## src/rtl/nibble_serial_alu_ctrl_pkg.sv

```systemverilog
// Shared definitions for the nibble-serial ALU: op codes, FSM encodings, default sizes
// and the signed-overflow helper used when ALU_OVERFLOW_EN is defined.
package nibble_serial_alu_ctrl_pkg;

    localparam int ALU_WIDTH = 32;
    localparam int ALU_SLICE = 4;

    localparam logic [2:0] ALU_OP_AND = 3'b000;
    localparam logic [2:0] ALU_OP_OR  = 3'b001;
    localparam logic [2:0] ALU_OP_XOR = 3'b010;
    localparam logic [2:0] ALU_OP_NOT = 3'b011;
    localparam logic [2:0] ALU_OP_ADD = 3'b100;
    localparam logic [2:0] ALU_OP_SUB = 3'b101;

    localparam logic [1:0] ST_IDLE = 2'b00;
    localparam logic [1:0] ST_RUN  = 2'b01;
    localparam logic [1:0] ST_DONE = 2'b10;

    // Two's-complement overflow from operand signs and the result sign bit.
    function automatic logic ovf_flag(input logic [2:0] op, input logic sign_a,
                                      input logic sign_b, input logic sign_r);
        logic flag_s;
        case (op)
            ALU_OP_ADD: flag_s = (sign_a == sign_b) && (sign_r != sign_a);
            ALU_OP_SUB: flag_s = (sign_a != sign_b) && (sign_r != sign_a);
            default:    flag_s = 1'b0;
        endcase
        return flag_s;
    endfunction

endpackage

```

## src/rtl/nibble_serial_alu_ctrl_slice.sv

```systemverilog
// Combinational SLICE-wide ALU slice (AND/OR/XOR/NOT/ADD/SUB), reusable by serial or
// parallel ALUs. SUB is a + ~b + cin; the caller seeds cin=1 on the first slice.
module four_bit_alu_slice
    import nibble_serial_alu_ctrl_pkg::*;
#(
    parameter int SLICE = ALU_SLICE
) (
    input  logic [SLICE-1:0] a,
    input  logic [SLICE-1:0] b,
    input  logic             cin,
    input  logic [2:0]       op,
    output logic [SLICE-1:0] y,
    output logic             cout
);

    logic [SLICE:0] sum_s;
    logic [SLICE-1:0] b_eff_s;

    // Slice datapath; logic and reserved ops never produce a carry.
    always_comb begin
        b_eff_s = (op == ALU_OP_SUB) ? ~b : b;
        sum_s   = {1'b0, a} + {1'b0, b_eff_s} + {{SLICE{1'b0}}, cin};
        y       = {SLICE{1'b0}};
        cout    = 1'b0;
        case (op)
            ALU_OP_AND: y = a & b;
            ALU_OP_OR:  y = a | b;
            ALU_OP_XOR: y = a ^ b;
            ALU_OP_NOT: y = ~a;
            ALU_OP_ADD,
            ALU_OP_SUB: begin
                y    = sum_s[SLICE-1:0];
                cout = sum_s[SLICE];
            end
            default: begin
                y    = {SLICE{1'b0}};
                cout = 1'b0;
            end
        endcase
    end

endmodule

```

## src/rtl/nibble_serial_alu_ctrl.sv

```systemverilog
// Multi-cycle WIDTH-bit ALU sequencing one shared SLICE-wide slice, LSB nibble first,
// with a start/busy/done handshake. Define ALU_OVERFLOW_EN to add the overflow output.
module nibble_serial_alu_ctrl
    import nibble_serial_alu_ctrl_pkg::*;
#(
    parameter int WIDTH = ALU_WIDTH,
    parameter int SLICE = ALU_SLICE
) (
    input  logic             clk,
    input  logic             rst,
    input  logic             start,
    input  logic [2:0]       op,
    input  logic [WIDTH-1:0] a,
    input  logic [WIDTH-1:0] b,
    output logic             busy,
    output logic             done,
    output logic [WIDTH-1:0] result,
    output logic             carry_out,
    output logic             zero
`ifdef ALU_OVERFLOW_EN
    ,
    output logic             overflow
`endif
);

    localparam int STEPS = WIDTH / SLICE;
    localparam int CNT_W = (STEPS > 1) ? $clog2(STEPS) : 1;
    localparam logic [CNT_W-1:0] CNT_LAST = CNT_W'(STEPS - 1);

    logic [1:0]       state_r;
    logic [CNT_W-1:0] cnt_r;
    logic [WIDTH-1:0] a_r;
    logic [WIDTH-1:0] b_r;
    logic [2:0]       op_r;
    logic             carry_r;
    logic [WIDTH-1:0] result_sr_r;
    logic             busy_r;
    logic             done_r;
    logic [WIDTH-1:0] result_r;
    logic             carry_out_r;
    logic             zero_r;

    logic [SLICE-1:0] slice_y_s;
    logic             slice_cout_s;
    logic [WIDTH-1:0] final_result_s;
    logic             accept_s;
    logic             last_s;

    four_bit_alu_slice #(.SLICE(SLICE)) u_slice (
        .a    (a_r[SLICE-1:0]),
        .b    (b_r[SLICE-1:0]),
        .cin  (carry_r),
        .op   (op_r),
        .y    (slice_y_s),
        .cout (slice_cout_s)
    );

    assign accept_s       = start && ((state_r == ST_IDLE) || (state_r == ST_DONE));
    assign last_s         = (state_r == ST_RUN) && (cnt_r == CNT_LAST);
    assign final_result_s = {slice_y_s, result_sr_r[WIDTH-1:SLICE]};

    // Sequencer, operand/result shift registers and registered handshake outputs.
    always_ff @(posedge clk) begin
        if (rst) begin
            state_r     <= ST_IDLE;
            cnt_r       <= '0;
            a_r         <= '0;
            b_r         <= '0;
            op_r        <= 3'b000;
            carry_r     <= 1'b0;
            result_sr_r <= '0;
            busy_r      <= 1'b0;
            done_r      <= 1'b0;
            result_r    <= '0;
            carry_out_r <= 1'b0;
            zero_r      <= 1'b0;
        end else begin
            case (state_r)
                ST_IDLE,
                ST_DONE: begin
                    done_r <= 1'b0;
                    if (accept_s) begin
                        state_r     <= ST_RUN;
                        busy_r      <= 1'b1;
                        a_r         <= a;
                        b_r         <= b;
                        op_r        <= op;
                        cnt_r       <= '0;
                        carry_r     <= (op == ALU_OP_SUB);
                        result_sr_r <= '0;
                        result_r    <= '0;
                        carry_out_r <= 1'b0;
                        zero_r      <= 1'b0;
                    end else begin
                        state_r <= ST_IDLE;
                    end
                end
                ST_RUN: begin
                    a_r         <= a_r >> SLICE;
                    b_r         <= b_r >> SLICE;
                    result_sr_r <= final_result_s;
                    carry_r     <= slice_cout_s;
                    cnt_r       <= cnt_r + 1'b1;
                    // Outputs are loaded on the last slice so they are valid in DONE.
                    if (last_s) begin
                        state_r     <= ST_DONE;
                        busy_r      <= 1'b0;
                        done_r      <= 1'b1;
                        result_r    <= final_result_s;
                        carry_out_r <= slice_cout_s;
                        zero_r      <= (final_result_s == '0);
                    end
                end
                default: begin
                    state_r <= ST_IDLE;
                    busy_r  <= 1'b0;
                    done_r  <= 1'b0;
                end
            endcase
        end
    end

    assign busy      = busy_r;
    assign done      = done_r;
    assign result    = result_r;
    assign carry_out = carry_out_r;
    assign zero      = zero_r;

`ifdef ALU_OVERFLOW_EN
    logic sign_a_r;
    logic sign_b_r;
    logic overflow_r;

    // Operand sign bits are captured separately since a_r/b_r are shifted away.
    always_ff @(posedge clk) begin
        if (rst) begin
            sign_a_r   <= 1'b0;
            sign_b_r   <= 1'b0;
            overflow_r <= 1'b0;
        end else if (accept_s) begin
            sign_a_r   <= a[WIDTH-1];
            sign_b_r   <= b[WIDTH-1];
            overflow_r <= 1'b0;
        end else if (last_s) begin
            overflow_r <= ovf_flag(op_r, sign_a_r, sign_b_r, slice_y_s[SLICE-1]);
        end
    end

    assign overflow = overflow_r;
`endif

endmodule

```

## config.mk

```make
export PLATFORM = sky130hd
export DESIGN_NAME = nibble_serial_alu_ctrl
export DESIGN_NICKNAME = d
export VERILOG_FILES = /design/src/rtl/nibble_serial_alu_ctrl_pkg.sv /design/src/rtl/nibble_serial_alu_ctrl_slice.sv /design/src/rtl/nibble_serial_alu_ctrl.sv
export SDC_FILE = /design/constraint.sdc
export NUM_CORES = 1
export LEC_CHECK = 0
export BUFFER_PORTS_ARGS = -buffer_cell sky130_fd_sc_hd__buf_2
export CORE_UTILIZATION = 59
export DETAILED_ROUTE_END_ITERATION = 8
export PLACE_DENSITY = 0.84
export SETUP_SLACK_MARGIN = 0.2
export SLEW_MARGIN = 20
export SYNTH_ARGS = -nofsm -noshare
export SYNTH_HDL_FRONTEND = slang
export SYNTH_HIERARCHICAL = 1
export SYNTH_SLANG_ARGS = --single-unit
```

## constraint.sdc

```tcl
create_clock -name clk -period 4.9 [get_ports clk]
set_clock_uncertainty 0.1 [all_clocks]
set_input_delay 0.49 -clock clk [delete_from_list [all_inputs] [get_ports clk]]
set_output_delay 0.49 -clock clk [all_outputs]
set_load 0.02 [all_outputs]
```

# After elaboration in Yosys (flattened, before gate mapping)
# Index checks and enable logic that the tools add are counted.
# word_totals
reg_bits,141
inputBits,70
output_inout_bits,36
word_cells,72
# op_classes
addsub,3
n_eq_ne,11
mux,26
bitwise,6
reduce_logical,14
# ops
cell,n
$pmux 32 s2,4
$mux 32,4
$logic_not 32->1,1
$pmux 4 s5,1
$eq 3x3->1 const B,4
$mux 1,8
$not 4->4,2
$pmux 1 s2,4
$eq 3x2->1 const B,2
$pmux 3 s2,1
$reduce_and 2->1,3
$reduce_or 2->1,3
$add 4x4->5,1
$add 5x1->5,1
$and 4x4->4,1
$mux 4,1
$ne 2x2->1 const B,2
$or 4x4->4,1
$pmux 2 s2,1
$xor 4x4->4,1
$add 3x1->3 const B,1
$eq 3x1->1 const B,1
$logic_not 3->1,1
$mux 3,1
9 further kinds,10

# Longest topological paths before layout
# logic_depth
ltp_word,8
mapped_depth,11
depth_no_buf,11

# Hierarchy
# Netlist, hierarchy kept.
# modules_own_cells
mod,n_inst,cells_per_inst,area_per_inst_um2,seq_area_each_um2
nibble_serial_alu_ctrl,1,578,5148.7,2742.6
four_bit_alu_slice,1,56,485.5,0.0

# Worst setup path after synthesis
# Ideal clock, no wire load.
# synth_path
path_kind,register to register
start,reg op_r[2]
end,"reg zero_r, in the netlist zero"
setup_ns,0.117
arrival_ns,2.540
required_ns,4.683
slack_ns,2.144
path_stages_with_launch,12
n_path_buf,0
synth_period_minus_slack_ns,2.756
path_cell_list,dfxtp_1 > nor2b_1 > nand2_1 > xnor2_1 > fa_1 > fa_1 > nor2b_1 > o32ai_1 > nor4_1 > nand4_1 > nor2_1 > a22o_1
# synth_between
elab_chain_len,8
word_cells_on_any_way,14
# synth_lines
item,line_no,source
start: declaration,nibble_serial_alu_ctrl.sv:34,logic [2:0] op_r;
start signal: assignment,nibble_serial_alu_ctrl.sv:87,op_r <= op;
$eq 3x3->1,"nibble_serial_alu_ctrl_slice.sv:21, nibble_serial_alu_ctrl_slice.sv:25",
$mux 4,nibble_serial_alu_ctrl_slice.sv:21,b_eff_s = (op == ALU_OP_SUB) ? ~b : b;
$add 4x4->5,nibble_serial_alu_ctrl_slice.sv:22,"sum_s = {1'b0, a} + {1'b0, b_eff_s} + {{SLICE{1'b0}}, cin};"
$add 5x1->5,nibble_serial_alu_ctrl_slice.sv:22,
$pmux 4 s5 *,nibble_serial_alu_ctrl_slice.sv:25,case (op)
named net slice_y_s[2],nibble_serial_alu_ctrl.sv:43,logic [SLICE-1:0] slice_y_s;
$logic_not 32->1 *,nibble_serial_alu_ctrl.sv:111,zero_r <= (final_result_s == '0);
$mux 1 *,nibble_serial_alu_ctrl.sv:105,if (last_s) begin
$pmux 1 s2 *,nibble_serial_alu_ctrl.sv:78,case (state_r)
end signal: assignment,nibble_serial_alu_ctrl.sv:111,
end: declaration,nibble_serial_alu_ctrl.sv:41,logic zero_r;
# Mark *: on every way through the listed nets, which the timed path passes. The rest lies on a longest branch. The select of a mux whose other input is x is not followed.
# A chain may end at the register's enable or synchronous reset.

# Worst setup path after layout
# Same ends and word-level chain as after synthesis.

==> results.yml <==
status:
  status: "completed"
clocking:
  cts_tree: "yes"
  cts_buffers: 17
  cts_resized: 0
  clock_sinks: 137
  cts-htree-levels: 4
  path_clk_slew_ns: 0.07
  holdBufCountCts: 0
  clockBufferDepth: 2
  insertion_delay_ns: 0.53
  root_buffer: "clkbuf_8"
  post_cts.repair.setup_buffers: 0
timing:
  fin_crit_sh: 0.659
  worst_pin_slew_ns: 1.03
  relSlewSlack: 0.309
  period_needed_ns: 3.23
  rsz0062_at_grt: "false"
  clock.fmax_mhz: 310
  fin_ws_ns: 1.67
  drv_slew: 0
  final_hold_viol_count: 0
  setup_tns_ns: 0
  setup_viol: 0
logic_synthesis:
  yosys.area.top_type: "dfxtp_1"
  synthDominantCellAreaShare: 0.487
  seq_area_frac_synth: 0.487
  synth_cells: 634
  synthFlopType: "dfxtp_1"
  synth_top_cells_by_area: "dfxtp_1, nor2_1, o22ai_1"
  syn_nets: 719
  ys_top_cells_by_count: "dfxtp_1, nor2_1, o22ai_1, nor3_1"
  synth_most_common_cell: "dfxtp_1"
  ys_warn_count: 6
  synth_cell_types: 36
  avgSynthCellArea_um2: 8.89
  netlist_area_um2: 5630
  ys_async_sr_fraction: 0
  synth_edf_count: 0
  ys_seq_elements: 137
setup_path:
  critPathTopFamily: "simple AND/OR/NAND/NOR gates"
  path_class: "register to register"
  arrival_ns: 3.54
  crit_required_ns: 5.21
  critPathLaunchType: "register"
  cp-end-kind: "register"
  cp_cell_sequence: "nor2b_1, nand2_1, xnor2_1, fa_1, fa_1, nor2b_1, o32ai_1, nor4_1, nand4_1, nor2_1, a22o_1"
  crit_slowest_cell: "dfxtp_1"
  path_buf_inv: 0
  max_stage_delay_ns: 0.44
  r2r-start: "op_r[2]$_SDFFE_PP0P_"
  cp.depth: 11
  rr_worst_depth: 11
  rrSetupSlack_ns: 1.67
  reg2reg_to: "zero$_SDFFE_PP0P_"
  critPathMaxFanout: 7
route:
  drc: 0
  routedWlPerCell_um: 16.2
  vias_per_cell: 5.87
  dr.pass1.iters: 5
  drt_wl_total_mm: 13.8
  antenna_left: 0
  first_iter_violations: 354
  vias: 4999
min_path:
  hold_class: "input port to register"
  min_from: "b[28]"
  worstHoldEndpoint: "b_r[28]$_SDFFE_PP0P_"
  min_path_cells: 3
floorplanning:
  core_area_um2: 9240
  ios: 106
  die_area_um2: 9940
  fp.dieW_um: 99.7
  initial_core_util: 0.610
  fp-row-count: 35
  die_h_um: 99.7
power:
  power_w: 0.00279
  power.leakage_nw: 2.66
  ir_worst_vdd_v: 0.000313
  powerDensity_nw_per_um2: 421
global_routing:
  grt_pass1_wl_mm: 23.1
  grt_max_degree: 80
  antenna_found_initial: 0
  overflow: 0
  track_usage: 0.296
  grt_pass1_vias: 4873
placement:
  pre_cts_ws_ns: 1.81
  place_congestion: 0.837
  port-buffer-count: 105
  dp_hpwl_mm: 8.74
  dp.cells: 820
layout:
  post-route-util: 0.718
  instances_no_fill: 852
  nNetsFinal: 795
  drive_above_1_share: 0.241
  n_antenna_cell: 0
  synthToLayoutAreaGrowth_pct: 17.7
job:
  drv_cap: 0
[layer usage]
layer / vias up / routed length, µm / track usage
li1: 2411 / - / -
met5: - / 0 / 0
met3: 28 / 985 / 0.0759
met1: 2355 / 5810 / 0.372
met2: 205 / 6710 / 0.480
met4: 0 / 267 / 0.130
[how the worst max path moves through the flow]
| stage | from | endpoint | slack (ns) |
|---|---|---|---|
| finish | op_r[2]$_SDFFE_PP0P_ | zero$_SDFFE_PP0P_ | 1.67 |
| global route | op_r[2]$_SDFFE_PP0P_ | zero$_SDFFE_PP0P_ | 1.52 |
| CTS | op_r[2]$_SDFFE_PP0P_ | zero$_SDFFE_PP0P_ | 1.69 |
| detailed placement | op_r[2]$_SDFFE_PP0P_ | zero$_SDFFE_PP0P_ | 1.81 |
| global placement | op_r[2]$_SDFFE_PP0P_ | zero$_SDFFE_PP0P_ | 1.94 |
| floorplan | op_r[2]$_SDFFE_PP0P_ | zero$_SDFFE_PP0P_ | 2.14 |
[power by group]
part / leakage [nW] / switching [W] / total [W] / internal (W)
registers: 1.12 / 0.0000442 / 0.00122 / 0.00117
clock network: 0.288 / 0.000551 / 0.00126 / 0.000704
logic: 1.25 / 0.000198 / 0.000321 / 0.000124
[flip-flops by register name, indices dropped and copies added (netlist names)]
| name | count |
|---|---|
| carry_out | 1 |
| cnt_r | 3 |
| zero | 1 |
| a_r | 32 |
| b_r | 32 |
| done | 1 |
| carry_r | 1 |
| busy | 1 |
| result | 32 |
| op_r | 3 |
| result_sr_r | 28 |
| state_r | 2 |
[cells by family after synthesis]
logic type | share of synthesized area
muxes | 0.0160
buffers and inverters | 0.0706
and+or+nand+nor | 0.214
adders and majority gates | 0.0360
xor gates and xnor gates | 0.00777
AOI/OAI and AO/OA | 0.169
DFF | 0.487
[cells in the final DEF, fill, tap and decap left out, drive strengths merged, types with 3 or more instances in the layout]
cell type / Yosys / routed
nor4: 8 / 8
buf: 43 / 111
nor3: 58 / 58
a22o: 3 / 3
nand2b: 3 / 3
ha: 13 / 13
clkinv: 0 / 4
nor2b: 4 / 4
dfxtp: 137 / 137
clkbuf: 11 / 17
xnor2: 5 / 5
nand2: 39 / 39
o22ai: 58 / 58
a21oi: 39 / 39
nand4: 3 / 3
mux4: 4 / 4
nand3: 33 / 33
inv: 18 / 27
nor2: 105 / 105
a22oi: 38 / 38
[per-stage QoR]
step                      area [µm²]  hold slack (ns)
final                           6630            0.115
after global routing            6630            0.109
after CTS                       6630            0.107
after detailed placement        6040            0.341
after global placement          6040            0.337
after floorplan                 5630            0.349
[tightest hold or removal path, cell delays in order]
cell	delay, ns
buf_2	0.07
a22oi_1	0.06
nor2_1	0.08
[area by class of cell]
type                    instances  area (µm²)
clock buffers                  17         414
clock inverters                15         176
fillers                       708        2610
inverters                      18        67.6
multi-input cells             425        2500
flip-flops and latches        137        2740
well taps                     129         161
repair buffers                111         573
Power figures use the tool's default switching activity.
